`config.mk`:
```
export PLATFORM = sky130hd
export DESIGN_NAME = muldiv_ctrl_flat
export DESIGN_NICKNAME = d
export VERILOG_FILES = /design/src/rtl/muldiv_pkg.sv /design/src/rtl/muldiv_ctrl_if.sv /design/src/rtl/muldiv_ctrl.sv /design/src/flat_wrapper.sv
export SDC_FILE = /design/constraint.sdc
export NUM_CORES = 1
export LEC_CHECK = 0
export BUFFER_PORTS_ARGS = -buffer_cell sky130_fd_sc_hd__buf_4
export CORE_MARGIN = 2
export CORE_UTILIZATION = 57
export DETAILED_ROUTE_END_ITERATION = 12
export GPL_TIMING_DRIVEN = 0
export PLACE_DENSITY = 0.9
export RECOVER_POWER = 50
export SYNTH_ARGS = -nofsm -noshare
export SYNTH_HDL_FRONTEND = slang
export SYNTH_SLANG_ARGS = --single-unit
export TNS_END_PERCENT = 1
```
`constraint.sdc`:
```
create_clock -name clk -period 7.1 [get_ports clk]
set_input_delay 0.71 -clock clk [delete_from_list [all_inputs] [get_ports clk]]
set_output_delay 0.71 -clock clk [all_outputs]
set_load 0.05 [all_outputs]
```
`src/rtl/muldiv_pkg.sv`:
```
// muldiv_pkg: shared states, opcodes and iteration count for the MULTU/DIVU sequencer
package muldiv_pkg;
  typedef enum logic [1:0] {IDLE, MUL, DIV, DONE} state_e;
  localparam logic OP_MULTU = 1'b0;
  localparam logic OP_DIVU = 1'b1;
  localparam logic [2:0] ALU_ADD = 3'b010;
  localparam logic [2:0] ALU_SUB = 3'b110;
  localparam logic [2:0] ALU_AND = 3'b000;
  localparam logic [2:0] ALU_OR = 3'b001;
  localparam logic [2:0] ALU_SLT = 3'b111;
  localparam int ITER = 32;
endpackage

```
`src/rtl/muldiv_ctrl_if.sv`:
```
// muldiv_ctrl_if: start/busy/done handshake, HI/LO results and shared-ALU hookup
interface muldiv_ctrl_if #(parameter int WIDTH = 32);
  logic start;
  logic op;
  logic [WIDTH-1:0] rs_val;
  logic [WIDTH-1:0] rt_val;
  logic busy;
  logic done;
  logic [WIDTH-1:0] hi;
  logic [WIDTH-1:0] lo;
  logic [WIDTH-1:0] alu_a;
  logic [WIDTH-1:0] alu_b;
  logic [2:0] alu_control;
  logic [WIDTH-1:0] alu_result;
  modport master (output start, op, rs_val, rt_val, alu_result,
                  input busy, done, hi, lo, alu_a, alu_b, alu_control);
  modport slave (input start, op, rs_val, rt_val, alu_result,
                 output busy, done, hi, lo, alu_a, alu_b, alu_control);
endinterface

```
`src/rtl/muldiv_ctrl.sv`:
```
// muldiv_ctrl: iterative MULTU/DIVU sequencer driving a shared ALU (ADD/SUB) into HI/LO.
// Optional MULDIV_ZERO_SKIP_EN: zero-operand cases finish straight from IDLE.
module muldiv_ctrl
  import muldiv_pkg::*;
#(
  parameter int WIDTH = 32
) (
  input logic clk,
  input logic reset,
  muldiv_ctrl_if.slave bus
);
  state_e state_q, state_d;
  logic [$clog2(ITER)-1:0] cnt_q, cnt_d;
  logic [WIDTH-1:0] hi_q, hi_d, lo_q, lo_d, opnd_q, opnd_d;
  logic [WIDTH-1:0] shifted;
  logic carry, borrow, last, take;
  assign shifted = {hi_q[WIDTH-2:0], lo_q[WIDTH-1]};
  assign carry = bus.alu_result < bus.alu_a;
  assign borrow = shifted < opnd_q;
  assign take = hi_q[WIDTH-1] || !borrow;
  assign last = cnt_q == $clog2(ITER)'(ITER - 1);
  assign bus.alu_a = state_q == MUL ? hi_q : state_q == DIV ? shifted : '0;
  assign bus.alu_b = state_q == MUL ? (lo_q[0] ? opnd_q : '0) : state_q == DIV ? opnd_q : '0;
  assign bus.alu_control = state_q == DIV ? ALU_SUB : ALU_ADD;
  assign bus.busy = state_q != IDLE;
  assign bus.done = state_q == DONE;
  assign bus.hi = hi_q;
  assign bus.lo = lo_q;
  always_comb begin
    state_d = state_q;
    cnt_d = cnt_q;
    hi_d = hi_q;
    lo_d = lo_q;
    opnd_d = opnd_q;
    case (state_q)
      IDLE: if (bus.start) begin
        state_d = bus.op == OP_DIVU ? DIV : MUL;
        cnt_d = '0;
        hi_d = '0;
        lo_d = bus.op == OP_DIVU ? bus.rs_val : bus.rt_val;
        opnd_d = bus.op == OP_DIVU ? bus.rt_val : bus.rs_val;
`ifdef MULDIV_ZERO_SKIP_EN
        if (bus.rt_val == '0 || (bus.op == OP_MULTU && bus.rs_val == '0)) begin
          state_d = DONE;
          hi_d = bus.op == OP_DIVU ? bus.rs_val : '0;
          lo_d = bus.op == OP_DIVU ? '1 : '0;
        end
`endif
      end
      MUL: begin
        hi_d = {carry, bus.alu_result[WIDTH-1:1]};
        lo_d = {bus.alu_result[0], lo_q[WIDTH-1:1]};
        cnt_d = cnt_q + 1'b1;
        state_d = last ? DONE : MUL;
      end
      DIV: begin
        hi_d = take ? bus.alu_result : shifted;
        lo_d = {lo_q[WIDTH-2:0], take};
        cnt_d = cnt_q + 1'b1;
        state_d = last ? DONE : DIV;
      end
      default: state_d = IDLE;
    endcase
  end
  always_ff @(posedge clk) begin
    if (reset) begin
      state_q <= IDLE;
      cnt_q <= '0;
      hi_q <= '0;
      lo_q <= '0;
      opnd_q <= '0;
    end else begin
      state_q <= state_d;
      cnt_q <= cnt_d;
      hi_q <= hi_d;
      lo_q <= lo_d;
      opnd_q <= opnd_d;
    end
  end
endmodule

```
`src/flat_wrapper.sv`:
```
// flat-port wrapper written by rule: the top's interface ports become plain ports
module muldiv_ctrl_flat import muldiv_pkg::*;
#(
  parameter int WIDTH = 32
)
  (clk, reset, bus_start, bus_op, bus_rs_val, bus_rt_val, bus_alu_result, bus_busy, bus_done, bus_hi, bus_lo, bus_alu_a, bus_alu_b, bus_alu_control);
  muldiv_ctrl_if #(.WIDTH(WIDTH)) bus_i ();
  input logic clk;
  input logic reset;
  input wire logic [$bits(bus_i.start)-1:0] bus_start;
  input wire logic [$bits(bus_i.op)-1:0] bus_op;
  input wire logic [$bits(bus_i.rs_val)-1:0] bus_rs_val;
  input wire logic [$bits(bus_i.rt_val)-1:0] bus_rt_val;
  input wire logic [$bits(bus_i.alu_result)-1:0] bus_alu_result;
  output wire logic [$bits(bus_i.busy)-1:0] bus_busy;
  output wire logic [$bits(bus_i.done)-1:0] bus_done;
  output wire logic [$bits(bus_i.hi)-1:0] bus_hi;
  output wire logic [$bits(bus_i.lo)-1:0] bus_lo;
  output wire logic [$bits(bus_i.alu_a)-1:0] bus_alu_a;
  output wire logic [$bits(bus_i.alu_b)-1:0] bus_alu_b;
  output wire logic [$bits(bus_i.alu_control)-1:0] bus_alu_control;
  assign bus_i.start = bus_start;
  assign bus_i.op = bus_op;
  assign bus_i.rs_val = bus_rs_val;
  assign bus_i.rt_val = bus_rt_val;
  assign bus_i.alu_result = bus_alu_result;
  assign bus_busy = bus_i.busy;
  assign bus_done = bus_i.done;
  assign bus_hi = bus_i.hi;
  assign bus_lo = bus_i.lo;
  assign bus_alu_a = bus_i.alu_a;
  assign bus_alu_b = bus_i.alu_b;
  assign bus_alu_control = bus_i.alu_control;
  muldiv_ctrl #(.WIDTH(WIDTH)) u_core (.clk(clk), .reset(reset), .bus(bus_i));
endmodule
```
# ---- Word-level counts from Yosys, hierarchy flattened
# Cells that the tools add are included.
dict set report word_totals {
  ff_bits 103
  output_inout_bits 133
}
dict set report classes {
  addsub 1
  magnitude_cmp 2
  n_eq_ne 5
  n_mux 20
  reduce_logical 10
}
# op n
set op_table {}
lappend op_table {{$mux 32} 10}
lappend op_table {{$pmux 32 s3} 2}
lappend op_table {{$lt 32x32->1} 2}
lappend op_table {{$pmux 5 s2} 1}
lappend op_table {{$mux 2} 3}
lappend op_table {{$pmux 2 s3} 1}
lappend op_table {{$reduce_and 2->1} 3}
lappend op_table {{$add 5x1->5 const B} 1}
lappend op_table {{$eq 5x5->1 const B} 1}
lappend op_table {{$mux 5} 1}
lappend op_table {{$eq 2x2->1 const B} 2}
lappend op_table {{$reduce_bool 2->1} 2}
lappend op_table {{$mux 3} 1}
lappend op_table {{$reduce_bool 3->1} 1}
lappend op_table {{$eq 2x1->1 const B} 1}
lappend op_table {{$logic_not 2->1} 1}
lappend op_table {{$ne 2x2->1 const B} 1}
lappend op_table {{$reduce_or 2->1} 1}
lappend op_table {{$logic_not 1->1} 1}
lappend op_table {{$logic_or 1x1->1} 1}
lappend op_table {{$mux 1} 1}

# ---- Longest topological paths before layout
dict set report depth {
  ltp_word 5
  mapped_depth 16
}

# ---- Worst setup path before layout
# No wires, ideal clock.
dict set report synth_timing {
  kind {reg-to-reg}
  start {reg u_core.state_q[0]}
  end {reg u_core.hi_q[31] (netlist: u_core.bus.hi[31])}
  t_arrival_ns 4.280
  slack_ns 2.691
  path_stages_with_launch 17
  path_buffers 3
  synth_period_minus_slack_ns 4.409
  cell_sequence {dfxtp_1 > inv_1 > ha_1 > clkbuf_1 > clkbuf_1 > clkbuf_1 > nand2_1 > o21ai_0 > inv_1 > ha_1 > nand4_1 > nor4_1 > a32oi_1 > a31oi_1 > o31ai_1 > a31oi_1 > o31ai_1}
}
dict set report synth_via {
  elab_chain_cells 5
}
# element line_no
set synth_rtl {}
lappend synth_rtl {{start: declaration} muldiv_ctrl.sv:12} ;# state_e state_q, state_d;
lappend synth_rtl {{start signal: assignment} muldiv_ctrl.sv:73} ;# state_q <= state_d;
lappend synth_rtl {{$eq 2x2->1} muldiv_ctrl.sv:22} ;# assign bus.alu_a = state_q == MUL ? hi_q : state_q == DIV ? shifted : '0;
lappend synth_rtl {{$mux 32} muldiv_ctrl.sv:22}
lappend synth_rtl {{$mux 32 *} muldiv_ctrl.sv:22}
lappend synth_rtl {{via bus_alu_a[9]} flat_wrapper.sv:19} ;# output wire logic [$bits(bus_i.alu_a)-1:0] bus_alu_a;
lappend synth_rtl {{$lt 32x32->1 *} muldiv_ctrl.sv:18} ;# assign carry = bus.alu_result < bus.alu_a;
lappend synth_rtl {{$pmux 32 s3 *} muldiv_ctrl.sv:35} ;# case (state_q)
lappend synth_rtl {{end signal: assignment} muldiv_ctrl.sv:75} ;# hi_q <= hi_d;
lappend synth_rtl {{end: declaration} muldiv_ctrl.sv:14} ;# logic [WIDTH-1:0] hi_q, hi_d, lo_q, lo_d, opnd_q, opnd_d;
# Mark *: on every way through the listed nets, which the timed path passes. The rest lies on a longest branch.
# A chain may end at the register's enable or synchronous reset.

# ---- Worst setup path after layout
dict set report layout_timing {
  start {reg u_core.state_q[0]}
  end {reg u_core.hi_q[31] (netlist: u_core.bus.hi[31])}
}
dict set report layout_via {
  elab_chain_cells 5
}
# element line_no
set layout_rtl {}
lappend layout_rtl {{$eq 2x2->1} {muldiv_ctrl.sv:22, muldiv_ctrl.sv:35}}
lappend layout_rtl {{$mux 32 (2 in series)} muldiv_ctrl.sv:22}
lappend layout_rtl {{$lt 32x32->1} muldiv_ctrl.sv:18}
lappend layout_rtl {{$pmux 32 s3} muldiv_ctrl.sv:35}
# Several ways; a longest one is shown, not always the timed one.

==> flow_summary.toml <==
[synth]
avgSynthCellArea_sq_um = 7.79
synth_seq_cells = 103
synth_ff_type = "dfxtp_1"
syn_nets = 1128
synth_seq_area_share_pct = 27.6
async_flop_share_pct = 0
synth-edff-count = 0
ys_types = 44
yosys_warnings = 0
ys_top_cells_by_count = "113 x nor2_1, 103 x dfxtp_1, 88 x a211oi_1"
yosys.area.top_type_share_pct = 27.6
synth_top_area_cell = "dfxtp_1"
synth_area_sq_um = 7480
yosysMostFrequentCell = "nor2_1"
synth_area_leaders = "dfxtp_1 28%, ha_1 11%, mux2i_1 9.9%, a211oi_1 8.8%, nor2_1 5.7%"
synth_cells = 960

[global_routing]
track_usage_pct = 34.5
grt_max_degree = 18
antenna_found_initial = 0
first_global_vias = 7774
grt_pass1_wl_um = 39100
grt_overflow_total = 0

[sta]
fin_tns_setup_ns = 0
rsz0062_at_grt = "no"
fin_ws_ns = 2.97
fmax_mhz = 242
finClkSkew_ns = 0.00862
relSlewSlack_pct = 49.2
finalHoldViolations = 0
period_needed_ns = 4.13
maxSlewViolCount = 0
worst_slew_pin_slew_ns = 0.762
setup_viol = 0
period_share_pct = 58.1

[cts]
cts_htree_levels = 3
cts_buffers = 9
root_buffer = "clkbuf_16"
cts_hold_buf = 0
cts_buffer_depth = 2
post_cts.repair.setup_buffers = 0
clk_pin_slew_ns = 0.07
cts_sinks = 103
cts_resized = 0
cts_tree = "built"
clk-insertion-delay-late_ns = 0.37

[critical_path]
rrSetupSlack_ns = 2.97
worstPathArrival_ns = 4.41
rr_worst_depth = 16
worstReg2RegEnd = "u_core.bus.hi[31]$_SDFFE_PP0P_"
cp_max_fo = 10
crit_required_ns = 7.38
r2r-start = "u_core.state_q[0]$_SDFFE_PP0P_"
worst-setup-path-type = "reg2reg"
cp-end-kind = "flip-flop"
start_kind = "flip-flop"

[cells_and_area]
diodes = 0
area_growth_syn_to_layout_pct = 26.2
multiInputGateArea_sq_um = 4810
register_area_sq_um = 2060
drive_above_1_share_pct = 15.4
nNetsFinal = 1368
instances_no_fill = 1377
fillers = 1070

[drt]
drt_iter0_drc = 948
vias = 8444
drc = 0
viasPerCell = 6.13
first_pass_iters = 7
avgRoutedWirePerCell_um = 18.2
wl_um = 25100
drtAntennaViolNets = 0

[placement]
hpwlAfterDp_um = 19700
place.gp.congestion = 0.979
place_inst = 1361
portBuffers = 229
dpl_worst_slack_ns = 3.12

[worst_hold_path]
hold_class = "reg2reg"
hold_path_end = "u_core.cnt_q[4]$_SDFFE_PP0P_"
hold_start = "u_core.cnt_q[4]$_SDFFE_PP0P_"
hold_path_depth = 2

[outcome]
outcome = "complete, no violations"

[floorplan]
die_x_um = 119
rows = 41
ios = 233
start_util_pct = 58.8
fp.dieH_um = 119
die_area_sq_um = 14100
core_area_sq_um = 12700

[job]
max_cap_violations = 0

[pwr]
ir_drop_uv = 173
p_total_w = 0.00217
p_leak_nw = 4.20
pwr_density_cell_nw_per_um2 = 230
==> cell usage in the layout, fill, tap and decap left out, types with 7 or more instances in the layout <==
master	instances
a221oi_1	11
buf_4	164
o21a_1	28
a22oi_1	53
nand3_1	13
a21oi_1	58
o21ai_1	31
nor2b_1	24
mux2i_1	74
a211oi_1	88
ha_1	68
clkbuf_1	132
nand4_1	11
buf_1	7
dfxtp_1	103
clkbuf_16	9
o21ai_0	18
nand2_1	83
inv_1	69
nor2_1	113
==> area by class of cell <==
| cell class | count | area share, % |
|---|---|---|
| Timing Repair Buffer | 229 | 15.6 |
| Clock inverter | 5 | 0.411 |
| Sequential cell | 103 | 21.8 |
| Tap cell | 172 | 2.28 |
| Inverter | 69 | 2.74 |
| Buffer | 76 | 3.62 |
| Clock buffer | 11 | 2.57 |
| Multi-Input combinational cell | 712 | 51.0 |
==> worst max-delay path by stage <==
stage                              startpoint  slack [ns]  cells past startpoint                              to
5_1_grt        u_core.state_q[1]$_SDFFE_PP0P_        2.74                     16  u_core.bus.hi[31]$_SDFFE_PP0P_
3_5_place_dp   u_core.state_q[0]$_SDFFE_PP0P_        3.12                     16  u_core.bus.hi[31]$_SDFFE_PP0P_
2_1_floorplan  u_core.state_q[0]$_SDFFE_PP0P_        2.69                     16  u_core.bus.hi[31]$_SDFFE_PP0P_
6_report       u_core.state_q[0]$_SDFFE_PP0P_        2.97                     16  u_core.bus.hi[31]$_SDFFE_PP0P_
4_1_cts        u_core.state_q[0]$_SDFFE_PP0P_        3.08                     16  u_core.bus.hi[31]$_SDFFE_PP0P_
3_3_place_gp   u_core.state_q[0]$_SDFFE_PP0P_        3.20                     16  u_core.bus.hi[31]$_SDFFE_PP0P_
==> worst max-delay path: stages (launching register included) <==
cell      delay (ns)
dfxtp_1         0.35
inv_1           0.09
ha_1            0.20
clkbuf_1        0.35
clkbuf_1        0.47
clkbuf_1        0.49
nand2_1         0.11
o21ai_0         0.29
inv_1           0.08
ha_1            0.30
a21oi_1         0.15
o21ai_0         0.14
a221oi_1        0.35
a31oi_1         0.15
o31ai_1         0.29
a31oi_1         0.13
o31ai_1         0.08
==> stage by stage <==
stage	hold slack (ns)	utilization (%)	cell area (sq um)
2_1_floorplan	0.436	-	7480
3_3_place_gp	0.444	74.0	9410
3_5_place_dp	0.456	74.0	9410
4_1_cts	0.465	76.2	9690
5_1_grt	0.518	74.2	9440
6_report	0.470	74.2	9440
==> report_power, final <==
part           internal [W]  switching, W
registers          0.000653     0.0000806
clock network      0.000251      0.000247
logic              0.000281      0.000655
==> logic make-up after synthesis <==
group | synth area share, %
other | 0.100
adder cells (fa/ha/maj) | 11.4
AND/OR/NAND/NOR | 15.2
multiplexers | 10.1
buffers and inverters | 8.08
flip-flops | 27.6
AO/OA/AOI/OAI | 27.6
==> sequential cells by signal (all words and copies together) (netlist names) <==
| register | cells |
|---|---|
| u_core.opnd_q | 32 |
| u_core.bus.lo | 32 |
| u_core.cnt_q | 5 |
| u_core.state_q | 2 |
| u_core.bus.hi | 32 |
==> routing by layer <==
| layer | track usage [%] | part of all wire, % | up-vias | routed length (um) |
|---|---|---|---|---|
| met4 | 13.4 | 3.1 | 0 | 776 |
| met1 | 42.6 | 38 | 3917 | 9620 |
| met5 | 0 | 0 | - | 0 |
| met3 | 6.47 | 10 | 70 | 2510 |
| li1 | - | - | 3942 | - |
| met2 | 59.2 | 49 | 515 | 12200 |
No activity file was read; power rests on OpenSTA's default activity.
